--- src/rtl/result_idx_pkg.sv ---
// Shared constants and helpers for the result index encoder.
package result_idx_pkg;

  localparam int N_ELEM = 9;
  localparam int IDX_W  = 4;
  localparam int DATA_W = 16;

  // Largest supported element count, sizes the popcount helper.
  localparam int MAX_N = 16;
  localparam int CNT_W = $clog2(MAX_N) + 1;

  // Number of set bits in a request vector, zero-extended to MAX_N bits.
  function automatic logic [CNT_W-1:0] popcount(input logic [MAX_N-1:0] v);
    logic [CNT_W-1:0] c;
    c = '0;
    for (int i = 0; i < MAX_N; i++) begin
      c = c + CNT_W'(v[i]);
    end
    return c;
  endfunction

endpackage

--- src/rtl/result_index_encoder_prio.sv ---
// Lowest-index-first priority encoder; inverse of the element-select decoder.
module prio_encoder_lsb #(
  parameter int N     = 9,
  parameter int IDX_W = 4
) (
  input  logic [N-1:0]     req,
  output logic [IDX_W-1:0] idx,
  output logic             any
);

  // Walk from the top down so the lowest set bit is the last one written.
  always_comb begin
    idx = '0;
    any = |req;
    for (int i = N - 1; i >= 0; i--) begin
      if (req[i]) begin
        idx = IDX_W'(i);
      end
    end
  end

endmodule

--- src/rtl/result_index_encoder.sv ---
// Collects per-element done pulses, latches each result and streams
// (index, data) pairs lowest index first over a valid/ready handshake.
module result_index_encoder #(
  parameter int N      = result_idx_pkg::N_ELEM,
  parameter int IDX_W  = result_idx_pkg::IDX_W,
  parameter int DATA_W = result_idx_pkg::DATA_W
) (
  input  logic                  clk,
  input  logic                  rst_n,
  input  logic                  clear,
  input  logic [N-1:0]          done_in,
  input  logic [N*DATA_W-1:0]   data_in,
  output logic                  out_valid,
  input  logic                  out_ready,
  output logic [IDX_W-1:0]      out_idx,
  output logic [DATA_W-1:0]     out_data,
  output logic [IDX_W:0]        pending_cnt,
  output logic                  all_done,
  output logic                  dup_err
);

  import result_idx_pkg::*;

  logic [N-1:0]      pending;
  logic [N-1:0]      served;
  logic [DATA_W-1:0] data_q [N];

  logic [IDX_W-1:0]  sel_idx;
  logic              sel_any;
  logic              load;
  logic [N-1:0]      capture;
  logic [N-1:0]      dup_hit;
  logic [N-1:0]      load_mask;
  logic [N-1:0]      next_pending;

  prio_encoder_lsb #(
    .N     (N),
    .IDX_W (IDX_W)
  ) u_prio (
    .req (pending),
    .idx (sel_idx),
    .any (sel_any)
  );

  // Decide this edge's captures, duplicates and output-stage load.
  always_comb begin
    load         = (!out_valid || out_ready) && sel_any;
    capture      = done_in & ~pending & ~served;
    dup_hit      = done_in & (pending | served);
    load_mask    = '0;
    if (load) begin
      load_mask[sel_idx] = 1'b1;
    end
    next_pending = (pending & ~load_mask) | capture;
  end

  assign all_done = (&served) && !out_valid;

  // Element bookkeeping, data capture and the registered output stage.
  always_ff @(posedge clk or negedge rst_n) begin
    if (!rst_n) begin
      pending     <= '0;
      served      <= '0;
      out_valid   <= 1'b0;
      out_idx     <= '0;
      out_data    <= '0;
      pending_cnt <= '0;
      dup_err     <= 1'b0;
      for (int i = 0; i < N; i++) begin
        data_q[i] <= '0;
      end
    end else if (clear) begin
      pending     <= '0;
      served      <= '0;
      out_valid   <= 1'b0;
      out_idx     <= '0;
      out_data    <= '0;
      pending_cnt <= '0;
      dup_err     <= 1'b0;
    end else begin
      pending     <= next_pending;
      served      <= served | load_mask;
      pending_cnt <= (IDX_W+1)'(popcount(MAX_N'(next_pending)));
      if (|dup_hit) begin
        dup_err <= 1'b1;
      end
      for (int i = 0; i < N; i++) begin
        if (capture[i]) begin
          data_q[i] <= data_in[i*DATA_W +: DATA_W];
        end
      end
      if (load) begin
        out_valid <= 1'b1;
        out_idx   <= sel_idx;
        out_data  <= data_q[sel_idx];
      end else if (out_valid && out_ready) begin
        out_valid <= 1'b0;
      end
    end
  end

endmodule
--- config.mk ---
export PLATFORM = sky130hd
export DESIGN_NAME = result_index_encoder
export DESIGN_NICKNAME = d
export VERILOG_FILES = /design/src/rtl/result_idx_pkg.sv /design/src/rtl/result_index_encoder_prio.sv /design/src/rtl/result_index_encoder.sv
export SDC_FILE = /design/constraint.sdc
export NUM_CORES = 1
export LEC_CHECK = 0
export CAP_MARGIN = 15
export CORE_MARGIN = 3
export CORE_UTILIZATION = 47
export DETAILED_ROUTE_END_ITERATION = 12
export PLACE_DENSITY = 0.85
export SYNTH_ARGS = -nofsm -noshare
export SYNTH_HDL_FRONTEND = slang
export SYNTH_SLANG_ARGS = --single-unit
--- constraint.sdc ---
create_clock -name clk -period 3.98 [get_ports clk]
set_input_delay 0.597 -clock clk [delete_from_list [all_inputs] [get_ports clk]]
set_output_delay 0.597 -clock clk [all_outputs]
set_load 0.01 [all_outputs]
==> run summary, run 1 <==
Status -> finished, final reports clean
Yosys top cell area share -> 0.504
Leading area contributor after synthesis -> dfrtp_1
Largest net degree at the start of global routing -> 82
Row Count -> 50
Vias per std cell -> 5.78
Hold Slack -> 181 ps
Die Span Y -> 147 µm
End of the worst register-to-register path -> pending_cnt[2]$_DFF_PN0_
Most used flip-flop cell after synthesis -> dfrtp_1
DR iter-0 viols -> 580
Kind of critical path -> input pin to flip-flop
Nets -> 1190
Peak Freq -> 0.261 GHz
Power, Total -> 0.00629 W
Die W -> 147 µm
R2R depth -> 14
Number of port buffers -> 183
First-pass GRT wire length -> 42300 µm
Initial Utilization -> 0.489
Synth Area in Adders -> 0.0134
Cells after Synth -> 854
Yosys reg bits -> 188
Compound-gate portion of the synthesized area -> 0.185
Maximum clock path buffer count -> 2
Root Buffer -> clkbuf_16
Post-synth ARST share -> 1.00
CTS sink cnt -> 188
Share of layout cells above drive strength 1 -> 0.205
Worst rel slew slack -> 0.244
Post-synth EDFFs -> 0
Met1 Track Usage GR -> 0.353
Setup violators final -> 0
Gr usage total -> 0.249
RR Startpoint -> pending[1]$_DFF_PN0_
Routability cong. -> 0.895
Kind of end point of the critical path -> flip-flop
DP Area -> 11500 µm²
Antenna diodes -> 0
IO Pins -> 185
Synth Area in Simple Gates -> 0.0974
WL per Instance -> 20.6 µm
Grt met3 use -> 0.0595
CORE AREA -> 19100 µm²
DRC errors left -> 0
Vias after detailed routing -> 7497
Syn nets -> 1018
Layout area overhead -> 30.1%
WP data required -> 4290 ps
R2r setup slk -> 270 ps
RSZ-0062 raised after global routing -> false
Max-Cap Viols -> 0
CTS tree -> yes
ANT nets after route -> 0
CP Data Arrival Time -> 4140 ps
Hold Crit Class -> input pin to async pin
Final HPWL from detailed placement -> 19100 µm
Top cells by area, synth -> dfrtp_1, mux2_2, o21ai_0, inv_1, nand2_1
Min Tclk post-route -> 3830 ps
Htree depth -> 4
Antenna violations before repair -> 0
Synth cell types -> 65
Vias in the first global route -> 7547
Largest family of logic cells by synthesized area -> compound AO/OA/AOI/OAI gates
Crit start category -> input pin
Pins Over Slew Limit -> 0
Num CTS Buffers -> 17
Pwr dens -> 519 nW/µm²
FF+latch area -> 4700 µm²
Worst-margin pin slew -> 1130 ps
Cell with the most instances after synthesis -> dfrtp_1
Syn Area/Cell -> 10.9 µm²
Met2 usage -> 0.390
Sequential share of the synthesized area -> 0.504
Leakage -> 4.98 nW
Filler instances -> 1505
GRT Max-Usage Layer -> met2
Final WL -> 26700 µm
Fin. Hold Viols -> 0
Design area -> 12100 µm²
Die ar. -> 21600 µm²
Gr ovfl total -> 0
Worst vdd ir -> 0.284 mV
Clock latency on the worst-skew pair -> 440 ps
Clock skew -> 9.59 ps
Footprint of the multi-input gates -> 4110 µm²
Synth Area in XOR/XNOR -> 0.000939
Mux share of post-synthesis cell area -> 0.137
Clock transition at the registers of the reported paths -> 70 ps
Mapped Area -> 9330 µm²
DRT Pass-1 Iters -> 5
Synth cell count leaders -> dfrtp_1, mux2_2, inv_1
Ys Warns -> 0
CP Max Fanout -> 2
Final cycle utilization of the critical path -> 0.962
-- timing repair --
action                     CTS  global route
resized for setup            0             1
hold buffers                 0             0
buffers inserted             0             0
setup endpoints to repair    0             1
-- flip-flops by register name, indices dropped and copies added, names as in the netlist --
signal and cells:
data_q 144, dup_err 1, out_data 16, out_idx 4, out_valid 1, pending 9
pending_cnt 4, served 9
-- through the flow --
stage               worst slack, ps  utilization  TNS, ps  instances
global route                   36.7        0.636        0       1298
detailed placement             -358        0.602     -630       1266
floorplan                      75.6            -        0        854
CTS                             108        0.636        0       1297
finish                          150        0.636        0       1298
global placement               -320        0.602     -499       1266
-- placed cells by master (no fill, tap or decap), types with 17 or more instances in the layout --
cell type,count
dfrtp_1,188
clkdlybuf4s50_1,182
mux2_2,99
nand2_1,58
inv_1,58
o21ai_0,56
nor2_1,49
buf_4,37
a21oi_1,31
a2111oi_0,18
clkbuf_16,17
-- critical path: stages --
cell and delay, ps:
clkdlybuf4s50_1 420, nand2b_1 170, nand2_1 90, nor2_1 60, mux2_2 300, fa_1 480
fa_1 490, inv_1 50, fa_1 480, inv_1 50, fa_1 370, inv_2 80
fa_1 370, nor2b_1 130
-- worst max-delay path by stage --
stage | startpoint | to | slack, ps | depth (start not counted)
5_1_grt | out_ready | pending_cnt[1]$_DFF_PN0_ | 40 | 14
3_3_place_gp | out_ready | pending_cnt[1]$_DFF_PN0_ | -320 | 14
6_report | out_ready | pending_cnt[1]$_DFF_PN0_ | 150 | 14
3_5_place_dp | out_ready | pending_cnt[1]$_DFF_PN0_ | -360 | 14
2_1_floorplan | out_ready | pending_cnt[1]$_DFF_PN0_ | 80 | 14
4_1_cts | out_ready | pending_cnt[1]$_DFF_PN0_ | 110 | 14
-- layer usage --
layer,up-vias,wire [µm]
li1,3464,-
met1,3705,11900
met2,302,12400
met3,26,1990
met4,0,342
met5,-,0
-- where the power goes --
part | leakage [nW] | switching (W) | internal, W
sequential | 2.30 | 0.000265 | 0.00235
combinational | 2.37 | 0.000908 | 0.000901
clock | 0.313 | 0.000754 | 0.00112
total | 4.98 | 0.00193 | 0.00437
-- cell families after synthesis --
| family | Yosys count |
|---|---|
| compound gates | 236 |
| xor+xnor | 1 |
| fa+ha+maj | 7 |
| buf+inv | 128 |
| flops | 188 |
| mux | 115 |
| other cells | 1 |
| simple gates | 178 |
-- cell type report --
class	instances	share of cell area
clock buffer	18	0.0354
tap	260	0.0268
inverter	60	0.0186
timing repair buffer	221	0.176
clock inverter	13	0.0176
sequential	188	0.388
multi-input combinational	538	0.338
Note: power is estimated with default switching activity, not from simulation.
==> run 2, diff against run 1 <==
--- a/config.mk
+++ b/config.mk
@@ -8,8 +8,11 @@
 export CAP_MARGIN = 15
 export CORE_MARGIN = 3
 export CORE_UTILIZATION = 47
+export CTS_CLUSTER_SIZE = 8
 export DETAILED_ROUTE_END_ITERATION = 12
 export PLACE_DENSITY = 0.85
+export SKIP_LAST_GASP = 1
+export SLEW_MARGIN = 20
 export SYNTH_ARGS = -nofsm -noshare
 export SYNTH_HDL_FRONTEND = slang
 export SYNTH_SLANG_ARGS = --single-unit
==> run summary, run 2 (synthesis results as in run 1) <==
Htree depth -> 4
Final setup margin -> 148 ps
Maximum clock path buffer count -> 2
Die W -> 147 µm
First-pass GRT wire length -> 42300 µm
Pwr dens -> 519 nW/µm²
DRT Pass-1 Iters -> 5
Leakage -> 4.97 nW
Commonest non-fill, non-tap cells in the layout -> dfrtp_1, clkdlybuf4s50_1, mux2_2
Status -> finished, final reports clean
CP Max Fanout -> 2
CP Data Arrival Time -> 4140 ps
Row Count -> 50
Vias after detailed routing -> 7517
Combinational power share -> 0.288
Sw power -> 0.00193 W
Antenna violations before repair -> 0
Root Buffer -> clkbuf_16
Flop pwr share -> 0.415
Internal -> 0.00437 W
Pins Over Slew Limit -> 0
Commonest non-fill, non-tap cell in the layout -> dfrtp_1
Share of layout cells above drive strength 1 -> 0.205
Num CTS Buffers -> 17
Design area -> 12100 µm²
Final cycle utilization of the critical path -> 0.963
DRC errors left -> 0
Power, Total -> 0.00629 W
Kind of critical path -> input pin to flip-flop
Routability cong. -> 0.895
Largest register FFs -> 144
Max stage delay on crit path -> 490 ps
ANT nets after route -> 0
Peak Freq -> 0.261 GHz
CTS tree -> yes
Nets -> 1189
Fin. Hold Viols -> 0
DP Area -> 11500 µm²
DR iter-0 viols -> 561
Worst path buffer plus inverter count -> 4
Final HPWL from detailed placement -> 19100 µm
Final WL -> 26800 µm
IO Pins -> 185
Kind of end point of the critical path -> flip-flop
Sw Ratio -> 0.306
Clock latency on the worst-skew pair -> 440 ps
CTS sink cnt -> 188
CP delay by family, top -> adder cells
Layout area overhead -> 30.1%
Top flop regs -> data_q (144), out_data (16)
Pre-CTS setup slack -> -358 ps
Worst path cell trace -> clkdlybuf4s50_1 > nand2b_1 > nand2_1 > nor2_1 > mux2_2 > fa_1 > fa_1 > inv_1 > fa_1 > inv_1 > fa_1 > inv_2 > fa_1 > nor2b_1
Vias per std cell -> 5.80
Largest net degree at the start of global routing -> 82
Clock transition at the registers of the reported paths -> 70 ps
Die Span Y -> 147 µm
WP data required -> 4290 ps
Worst rel slew slack -> 0.296
Hold Crit Class -> input pin to async pin
CP max stage cell -> fa_1
Antenna diodes -> 0
Clock skew -> 10.8 ps
Setup TNS -> 0 ps
Initial Utilization -> 0.489
Max-Cap Viols -> 0
Number of port buffers -> 183
Die ar. -> 21600 µm²
Most used cell, CP -> fa_1
Worst-margin pin slew -> 1030 ps
RSZ-0062 raised after global routing -> false
Worst vdd ir -> 0.283 mV
Gr ovfl total -> 0
Clock group share of total power -> 0.297
Setup violators final -> 0
Register bank with the most flops -> data_q
Vias in the first global route -> 7547
WL per Instance -> 20.6 µm
Crit start category -> input pin
CORE AREA -> 19100 µm²
Min Tclk post-route -> 3830 ps
Gr usage total -> 0.249
[run 2: changes by cell type in the layout (fill, tap and decap cells not counted)]
cell / delta
a2111oi_0: -1
a2111oi_1: +1
a21boi_1: -1
a21boi_2: +1
buf_4: -1
nor3_2: -1
nor3_4: +1
[run 2: per-layer routing]
layer  up-vias  part of all wire  GRT usage  wire (µm)
met5         -                 0          0          0
met3        27             0.074     0.0595       1990
met2       304              0.46      0.390      12400
met1      3729              0.45      0.353      12000
met4         0             0.013     0.0611        351
li1       3457                 -          -          -
[run 2: area by class of cell]
type	instances	area, µm²
Fill cell	1502	6940
Sequential cell	188	4700
Multi-Input combinational cell	538	4120
Timing Repair Buffer	220	2120
Clock buffer	18	429
Tap cell	260	325
Inverter	60	225
Clock inverter	13	214
[run 2: final timing paths]
path	startpoint	to	slack (ps)	depth (start not counted)
max	out_ready	pending_cnt[1]$_DFF_PN0_	150	14
min	rst_n	data_q[27]$_DFFE_PN0P_	180	1
max reg2reg	pending[0]$_DFF_PN0_	pending_cnt[1]$_DFF_PN0_	280	13
min reg2reg	dup_err$_DFFE_PN0P_	dup_err$_DFFE_PN0P_	510	2
max in group asynchronous	rst_n	served[1]$_DFF_PN0_	2840	2
min in group clk	dup_err$_DFFE_PN0P_	dup_err$_DFFE_PN0P_	510	2
[run 2: power groups by stage]
| stage | clock (W) | combinational (W) | sequential, W |
|---|---|---|---|
| 6_report | 0.00187 | 0.00181 | 0.00261 |
| 2_1_floorplan | 0 | 0.00110 | 0.00258 |
| 3_3_place_gp | 0 | 0.00175 | 0.00262 |
| 5_1_grt | 0.00198 | 0.00198 | 0.00266 |
| 3_5_place_dp | 0 | 0.00179 | 0.00264 |
| 4_1_cts | 0.00190 | 0.00181 | 0.00261 |
[run 2: metrics by stage]
stage / hold WS, ps / instances / util
floorplan: 301 / 854 / -
global placement: 482 / 1266 / 0.602
detailed placement: 491 / 1266 / 0.602
CTS: 214 / 1297 / 0.636
global route: 231 / 1297 / 0.636
finish: 180 / 1297 / 0.636
[run 2: timing repair]
item	in CTS	in global routing
resized for setup	0	1
hold buffers	0	0
buffers inserted	0	0
setup endpoints to repair	0	1
==> run 3, diff against run 2 <==
--- a/config.mk
+++ b/config.mk
@@ -7,12 +7,11 @@
 export LEC_CHECK = 0
 export CAP_MARGIN = 15
 export CORE_MARGIN = 3
-export CORE_UTILIZATION = 47
+export CORE_UTILIZATION = 30
 export CTS_CLUSTER_SIZE = 8
 export DETAILED_ROUTE_END_ITERATION = 12
-export PLACE_DENSITY = 0.85
+export PLACE_DENSITY_LB_ADDON = 0.05
 export SKIP_LAST_GASP = 1
-export SLEW_MARGIN = 20
 export SYNTH_ARGS = -nofsm -noshare
 export SYNTH_HDL_FRONTEND = slang
 export SYNTH_SLANG_ARGS = --single-unit
==> run summary, run 3 (synthesis results as in run 1) <==
Sw power -> 0.00205 W
Filler instances -> 2987
CTS tree -> yes
CORE AREA -> 30100 µm²
Commonest non-fill, non-tap cell in the layout -> dfrtp_1
WP data required -> 4290 ps
Combinational power share -> 0.297
Pins Over Slew Limit -> 0
WL per Instance -> 20.9 µm
Htree depth -> 4
Clock transition at the registers of the reported paths -> 80 ps
Fin. Hold Viols -> 0
Final HPWL from detailed placement -> 21900 µm
CTS sink cnt -> 188
Internal -> 0.00414 W
Worst-margin pin slew -> 1140 ps
Hold Slack -> 137 ps
Footprint of the multi-input gates -> 4110 µm²
Register bank with the most flops -> data_q
Worst rel slew slack -> 0.221
Worst path cell trace -> clkdlybuf4s50_1 > nand2b_1 > nand2_1 > nor2_1 > mux2_2 > fa_1 > fa_1 > inv_1 > fa_1 > inv_1 > fa_1 > inv_2 > fa_1 > nor2b_1
CP delay by family, top -> adder cells
Final cycle utilization of the critical path -> 0.962
Antenna diodes -> 0
Gr ovfl total -> 0
CP max stage cell -> fa_1
Clock latency on the worst-skew pair -> 450 ps
Share of layout cells above drive strength 1 -> 0.215
DRT Pass-1 Iters -> 5
Postcts setup bufs -> 0
CP Max Fanout -> 2
Routability cong. -> 0.804
Number of port buffers -> 183
Nets -> 1201
Most used cell, CP -> fa_1
Pwr dens -> 502 nW/µm²
First-pass GRT wire length -> 46100 µm
Max-Cap Viols -> 0
Die ar. -> 33200 µm²
Peak Freq -> 0.261 GHz
Setup TNS -> 0 ps
ANT nets after route -> 0
Leakage -> 5.01 nW
FF+latch area -> 4700 µm²
Antenna violations before repair -> 0
Power, Total -> 0.00619 W
Die Span Y -> 182 µm
Initial Utilization -> 0.310
Gr usage total -> 0.180
Setup violators final -> 0
RSZ-0062 raised after global routing -> false
Vias per std cell -> 5.05
DRC errors left -> 0
Largest register FFs -> 144
DR iter-0 viols -> 416
Largest net degree at the start of global routing -> 71
Final WL -> 30100 µm
Hold Crit Class -> input pin to async pin
Die W -> 182 µm
Flop pwr share -> 0.420
Layout area overhead -> 32.2%
Commonest non-fill, non-tap cells in the layout -> dfrtp_1, clkdlybuf4s50_1, mux2_2
Top flop regs -> data_q (144), out_data (16)
Num CTS Buffers -> 17
Clock group share of total power -> 0.282
Kind of end point of the critical path -> flip-flop
Max stage delay on crit path -> 500 ps
Vias in the first global route -> 7528
Clock skew -> 18.7 ps
Kind of critical path -> input pin to flip-flop
CTS hold repair buffers -> 0
IO Pins -> 185
Worst vdd ir -> 0.321 mV
Status -> finished, final reports clean
Root Buffer -> clkbuf_16
Crit start category -> input pin
Min Tclk post-route -> 3830 ps
Row Count -> 63
Vias after detailed routing -> 7271
Worst path buffer plus inverter count -> 4
CP Data Arrival Time -> 4140 ps
Sw Ratio -> 0.331
Maximum clock path buffer count -> 2
## run 3: area by class of cell
cell class	instances	area share
Clock inverter	13	0.0120
Multi-Input combinational cell	538	0.333
Timing Repair Buffer	232	0.179
Tap cell	390	0.0396
Sequential cell	188	0.382
Clock buffer	19	0.0367
Inverter	60	0.0183
## run 3: final timing paths
path                                              from                       end  slack, ps  cells past startpoint
worst min-delay path                             rst_n    data_q[45]$_DFFE_PN0P_        140                      1
min in group clk                data_q[52]$_DFFE_PN0P_    data_q[52]$_DFFE_PN0P_        510                      1
worst max-delay path                         out_ready  pending_cnt[1]$_DFF_PN0_        150                     14
worst min register to register  data_q[52]$_DFFE_PN0P_    data_q[52]$_DFFE_PN0P_        510                      1
max in group asynchronous                        rst_n  out_data[14]$_DFFE_PN0P_       2950                      2
worst max register to register    pending[0]$_DFF_PN0_  pending_cnt[1]$_DFF_PN0_        340                     13
## run 3: stage by stage
| stage | area, µm² | cells | setup WS (ps) | util |
|---|---|---|---|---|
| 2_1_floorplan | 9330 | 854 | 75.6 | - |
| 3_3_place_gp | 11700 | 1408 | -350 | 0.389 |
| 3_5_place_dp | 11700 | 1408 | -367 | 0.389 |
| 4_1_cts | 12300 | 1440 | 105 | 0.409 |
| 5_1_grt | 12300 | 1440 | 16.3 | 0.409 |
| 6_report | 12300 | 1440 | 153 | 0.409 |
## run 3: what timing repair did
| action | 4_1_cts | 5_1_grt |
|---|---|---|
| endpoints found under the setup margin | 0 | 1 |
| hold endpoints to repair | 0 | 0 |
| gates resized for setup | 0 | 1 |
## run 3: power groups by stage
stage | clock [W] | sequential, W | combinational [W]
floorplan | 0 | 0.00258 | 0.00110
global placement | 0 | 0.00264 | 0.00185
detailed placement | 0 | 0.00265 | 0.00185
CTS | 0.00180 | 0.00261 | 0.00186
global route | 0.00187 | 0.00266 | 0.00204
finish | 0.00175 | 0.00260 | 0.00184
## run 3: routing by layer
layer / global-route usage / routed length [µm]
met3: 0.0357 / 1540
met2: 0.266 / 13000
met4: 0.0402 / 269
met1: 0.273 / 15200
met5: 0 / 0
